### config.mk
export PLATFORM = sky130hd
export DESIGN_NAME = uart_baud_gen
export DESIGN_NICKNAME = d
export VERILOG_FILES = /design/src/rtl/uart_pkg.sv /design/src/rtl/uart_os_ctr.sv /design/src/rtl/uart_baud_gen.sv
export SDC_FILE = /design/constraint.sdc
export NUM_CORES = 1
export LEC_CHECK = 0
export ABC_AREA = 1
export CORE_MARGIN = 1
export CORE_UTILIZATION = 30
export CTS_BUF_LIST = sky130_fd_sc_hd__clkbuf_8
export CTS_CLUSTER_SIZE = 25
export DETAILED_ROUTE_END_ITERATION = 8
export SLEW_MARGIN = 15
export SYNTH_ARGS = -nofsm -noshare
export SYNTH_HDL_FRONTEND = slang
export SYNTH_SLANG_ARGS = --single-unit
### constraint.sdc
create_clock -name i_clk -period 5 [get_ports i_clk]
set_input_delay 1.25 -clock i_clk [delete_from_list [all_inputs] [get_ports i_clk]]
set_output_delay 1.25 -clock i_clk [all_outputs]
set_load 0.02 [all_outputs]
### src/rtl/uart_pkg.sv
// rtl/uart_pkg.sv - shared UART divisor widths, baud config type and divisor helper
package uart_pkg;

  localparam int UART_DIV_W  = 16;
  localparam int UART_FRAC_W = 4;

  typedef struct packed {
    logic [UART_DIV_W-1:0]  div_int;
    logic [UART_FRAC_W-1:0] div_frac;
  } baud_cfg_t;

  // Integer clock cycles per bit; the fractional remainder is dropped.
  function automatic int baud_div(input int clk_hz, input int baud);
    return clk_hz / baud;
  endfunction

endpackage

### src/rtl/uart_os_ctr.sv
// rtl/uart_os_ctr.sv - oversample counter, OS_RATE ticks per bit with the last
// interval stretched to end exactly on bit_end
module uart_os_ctr
  import uart_pkg::*;
#(
  parameter int CW      = UART_DIV_W + 1,
  parameter int OS_RATE = 16
) (
  input  logic          i_clk,
  input  logic          i_rst,
  input  logic          i_clr,
  input  logic          i_bit_end,
  input  logic [CW-1:0] i_os_div,
  output logic          o_os_tick
);

  localparam int             IW       = $clog2(OS_RATE);
  localparam logic [IW-1:0]  IDX_LAST = IW'(OS_RATE - 1);

  logic [CW-1:0] r_os_cnt;
  logic [IW-1:0] r_os_idx;
  logic          w_step;

  // The final interval never steps; it runs until the bit itself ends.
  assign w_step    = (r_os_cnt == i_os_div - CW'(1)) && (r_os_idx != IDX_LAST);
  assign o_os_tick = w_step || i_bit_end;

  always_ff @(posedge i_clk) begin
    if (i_rst || i_clr) begin
      r_os_cnt <= '0;
      r_os_idx <= '0;
    end else if (w_step) begin
      r_os_cnt <= '0;
      r_os_idx <= r_os_idx + IW'(1);
    end else begin
      r_os_cnt <= r_os_cnt + CW'(1);
    end
  end

endmodule

### src/rtl/uart_baud_gen.sv
// rtl/uart_baud_gen.sv - runtime-loadable fractional baud generator with mid-bit,
// end-of-bit and oversample strobes, gated by count_sig
module uart_baud_gen
  import uart_pkg::*;
#(
  parameter int CLK_HZ   = 50_000_000,
  parameter int BAUD_DEF = 9600,
  parameter int DIV_W    = UART_DIV_W,
  parameter int FRAC_W   = UART_FRAC_W,
  parameter int OS_RATE  = 16
) (
  input  logic              i_clk,
  input  logic              i_rst,
  input  logic              i_count_sig,
  input  logic [DIV_W-1:0]  i_div_int,
  input  logic [FRAC_W-1:0] i_div_frac,
  input  logic              i_div_load,
  output logic              o_bps_clk,
  output logic              o_bit_end,
  output logic              o_os_tick,
  output logic              o_cfg_err
);

  localparam int               CW      = DIV_W + 1;
  localparam int               OS_LOG  = $clog2(OS_RATE);
  localparam logic [DIV_W-1:0] DIV_DEF = DIV_W'(baud_div(CLK_HZ, BAUD_DEF));
  localparam logic [DIV_W-1:0] DIV_MIN = DIV_W'(2 * OS_RATE);

  logic [CW-1:0]     r_count;
  logic [CW-1:0]     r_period;
  logic [FRAC_W-1:0] r_acc;
  logic [DIV_W-1:0]  r_div_act;
  logic [FRAC_W-1:0] r_frac_act;
  logic              r_pend_vld;
  logic [DIV_W-1:0]  r_pend_int;
  logic [FRAC_W-1:0] r_pend_frac;
  logic              r_cfg_err;

  logic              w_load_ok;
  logic              w_wrap;
  logic [DIV_W-1:0]  w_sel_int;
  logic [FRAC_W-1:0] w_sel_frac;
  logic [FRAC_W-1:0] w_acc_nxt;
  logic              w_carry;
  logic [CW-1:0]     w_os_div;
  logic              w_os_tick;

  always_comb begin
    w_load_ok = i_div_load && (i_div_int >= DIV_MIN);
    w_wrap    = i_count_sig && (r_count == r_period - CW'(1));
    // Divisor for the next bit: an idle load takes effect at once, else a pending one.
    w_sel_int  = r_div_act;
    w_sel_frac = r_frac_act;
    if (!i_count_sig && w_load_ok) begin
      w_sel_int  = i_div_int;
      w_sel_frac = i_div_frac;
    end else if (r_pend_vld) begin
      w_sel_int  = r_pend_int;
      w_sel_frac = r_pend_frac;
    end
    w_acc_nxt = r_acc + w_sel_frac;
    // acc_nxt + frac overflows exactly when acc_nxt exceeds the complement of frac.
    w_carry   = (w_acc_nxt > ~w_sel_frac);
  end

  always_ff @(posedge i_clk) begin
    if (i_rst) begin
      r_count     <= '0;
      r_period    <= {1'b0, DIV_DEF};
      r_acc       <= '0;
      r_div_act   <= DIV_DEF;
      r_frac_act  <= '0;
      r_pend_vld  <= 1'b0;
      r_pend_int  <= '0;
      r_pend_frac <= '0;
      r_cfg_err   <= 1'b0;
    end else begin
      r_cfg_err <= i_div_load && !w_load_ok;
      if (!i_count_sig) begin
        r_count    <= '0;
        r_acc      <= '0;
        r_div_act  <= w_sel_int;
        r_frac_act <= w_sel_frac;
        r_period   <= {1'b0, w_sel_int};
        r_pend_vld <= 1'b0;
      end else if (w_wrap) begin
        r_count    <= '0;
        r_acc      <= w_acc_nxt;
        r_div_act  <= w_sel_int;
        r_frac_act <= w_sel_frac;
        r_period   <= {1'b0, w_sel_int} + CW'(w_carry);
        r_pend_vld <= w_load_ok;
        if (w_load_ok) begin
          r_pend_int  <= i_div_int;
          r_pend_frac <= i_div_frac;
        end
      end else begin
        r_count <= r_count + CW'(1);
        if (w_load_ok) begin
          r_pend_vld  <= 1'b1;
          r_pend_int  <= i_div_int;
          r_pend_frac <= i_div_frac;
        end
      end
    end
  end

  assign w_os_div = {1'b0, r_div_act} >> OS_LOG;

  uart_os_ctr #(
    .CW      (CW),
    .OS_RATE (OS_RATE)
  ) u_os_ctr (
    .i_clk     (i_clk),
    .i_rst     (i_rst),
    .i_clr     (!i_count_sig || w_wrap),
    .i_bit_end (w_wrap),
    .i_os_div  (w_os_div),
    .o_os_tick (w_os_tick)
  );

  assign o_bps_clk = i_count_sig && (r_count == (r_period >> 1));
  assign o_bit_end = w_wrap;
  assign o_os_tick = i_count_sig && w_os_tick;
  assign o_cfg_err = r_cfg_err;

endmodule

==> impl_results.md <==
- Hold-fix buffer count after cts: 0
- Antenna cells: 0
- Clk_skew: 0.0182 ns
- DRT Pass-1 Iters: 5
- CP Max Fanout: 16
- Netlist cell types: 41
- Fin nets: around 1200
- # fillers: 2508
- Hold Crit Start: r_pend_int[14]
- Worst-path clk slew: 0.10 ns
- Final worst-path cycle share: between 90% and 100%
- Worst rel slew slack: 39.8%
- Worst-Margin Slew: 0.901 ns
- Initial antenna violation count: 0
- Final GP Congestion: 0.899
- # H-tree levels: 3
- Dpl hpwl: 14400 um
- CP Launch Type: input port
- TritonCTS Sinks: 101
- Syn Inst Count: 1104
- Final Critical Period: 4.77 ns
- Hold slack: 0.449 ns
- Vias in the first global route: 6376
- Critical path's slowest cell: clkdlybuf4s50_1
- R2r startpoint: r_pend_vld
- Crit path from: i_count_sig
- Congestion Overflow GR: 0
- Maximum clock rate: around 0.21 GHz
- Worst Setup End Kind: primary output
- Setup TNS Final: 0 ns
- Layout cells sized above 1: 7.99%
- Worst path arrival time: 3.52 ns
- PortBufs: 27
- Cell Area, Placed: 7520 um^2
- Initial Util: a little under a third
- DRC violations left: 0
- Total track usage: 16.5%
- Register area share after synthesis: slightly below 30%
- CP Class: input port to primary output
- Clk_lat worst skew: 0.39 ns
- Commonest cells after routing, fill and taps aside: nand2_1, nor2_1, inv_1
- Yosys warns: 0
- # setup viols final: 0
- # rows: 54
- Total of max-cap violations: 0
- Required time worst endpoint: 3.75 ns
- DR iter-0 viols: 340
- Crit path top cell by count: clkdlybuf4s50_1
- Root Buffer Master: clkbuf_8
- Total core area: 22000 um^2
- Cell Chain, Critical Path: clkdlybuf4s50_1 > inv_2 > buf_4 > a211oi_1 > nand3_1 > nor4_1 > clkdlybuf4s50_1
- Via count: 6856
- Most common cell after layout, fill and taps aside: nand2_1
- Cell Pwr Density: 223 nW/um^2
- Global-route wire length before repair: 31600 um
- Pleak: about 3.5 nW
- Die ar.: 23300 um^2
- Num ports: 28
- Design Area, Final: 7800 um^2
- Syn Area/Cell: 6.16 um^2
- Clock Path Buffers: 2
- Register area: around 2000 um^2
- VDD IR max: 0.119 mV
- Fin. Hold Viols: 0
- CTS tree: done
- Crit path largest cell delay: 0.69 ns
- Die Y: 153 um
- Syn_nets: 1143
- #FFs+latches synth: 101
- Die X: around 150 um
- Status: completed
- Vias per inst: roughly 4.8
- Largest net degree at the start of global routing: 36
- Mapped Area: 6800 um^2
- Total CTS buffers: 9
- WL/cell: 13.1 um
- Hold Crit Class: flop to flop
- Final ANT Viol Nets: 0
- Count of pins over their slew limit: 0
- Syn-to-layout area delta: 14.7%
- Total wire length: 18800 um
- Footprint of the multi-input gates: 4100 um^2
==> flip-flops by register name, indices dropped and copies added, names as in the netlist <==
| name | count |
|---|---|
| o_cfg_err | 1 |
| r_acc | 4 |
| r_count | 17 |
| r_div_act | 16 |
| r_frac_act | 4 |
| r_pend_frac | 4 |
| r_pend_int | 16 |
| r_pend_vld | 1 |
| r_period | 17 |
| u_os_ctr.r_os_cnt | 17 |
| u_os_ctr.r_os_idx | 4 |
==> where the power goes <==
part / internal [mW] / total (mW) / leakage [nW] / switching [mW]
sequential: 0.838 / 0.870 / 0.826 / 0.0322
combinational: 0.142 / 0.374 / 2.57 / 0.232
clock: 0.194 / 0.499 / 0.0938 / 0.305
total: 1.17 / 1.74 / 3.49 / 0.569
==> per-layer routing <==
layer	up-vias	routed length [um]	GRT usage, %
met5	-	0	0
met4	0	354	5.68
met3	22	533	1.82
met2	97	8330	26.3
met1	3117	9570	23.0
li1	3620	-	-
==> area by class of cell <==
cell class              count  share of cell area, %
clock buffers              10                   1.76
clock inverters             6                  0.497
inverters                 144                   6.96
multi-input cells         822                   52.5
flip-flops and latches    101                   25.9
well taps                 280                   4.49
repair buffers             69                   7.83
==> through the flow <==
step	cells	setup slack, ns	util, %	total power, mW
floorplan	1104	0.408	-	1.13
global placement	1410	-0.162	34.1	1.25
detailed placement	1410	-0.276	34.1	1.25
CTS	1426	0.123	34.9	1.75
global route	1432	-0.0416	35.4	1.85
finish	1432	0.225	35.4	1.74
==> critical path: cells and delay by family <==
kind	cells	cell delay, ns
AND/OR/NAND/NOR	2	0.54
buffers and inverters	4	1.55
AO/OA/AOI/OAI	1	0.18
==> kinds of logic after synthesis <==
family | after synthesis | share of synthesized area, %
fa+ha+maj | 15 | 2.87
simple gates | 620 | 39.5
xor+xnor | 51 | 6.77
compound gates | 136 | 10.5
buf+inv | 181 | 10.6
flops | 101 | 29.7
==> path summary, 6_finish.rpt <==
| kind | end | slack, ns | cells past startpoint |
|---|---|---|---|
| max | o_bps_clk | 0.23 | 7 |
| min | r_pend_int[14] | 0.45 | 2 |
| max reg2reg | r_period[13] | 1.27 | 22 |
| min reg2reg | r_pend_int[14] | 0.45 | 2 |
==> synth_stat cells, drive strengths merged <==
library cell  number  area (um^2)
or2                4         25.0
a31oi              2         12.5
fa                 1         20.0
a21oi             43          215
inv              144          543
nand4             31          194
o22ai              7         43.8
o211ai             2         15.0
clkbuf            19         71.3
nor4               4         25.0
o2111ai            1         8.76
a31o               1         8.76
nor3b              3         22.5
and3               1         6.26
xnor2             10         87.6
nand3            117          613
nand2            274         1040
dfxtp            101         2020
a211oi             1         7.51
nor2             168          661
ha                14          175
nor3              15         75.1
xnor3              1         22.5
buf               18          106
a221oi             2         17.5
nand3b             3         22.5
xor2              40          350
o21ai             76          380
o21a               1         7.51
==> what timing repair did <==
| action | in CTS | in global routing |
|---|---|---|
| endpoints found under the setup margin | 0 | 15 |
| resized for setup | 0 | 24 |
| setup buffers | 0 | 6 |
Power figures use the tool's default switching activity.
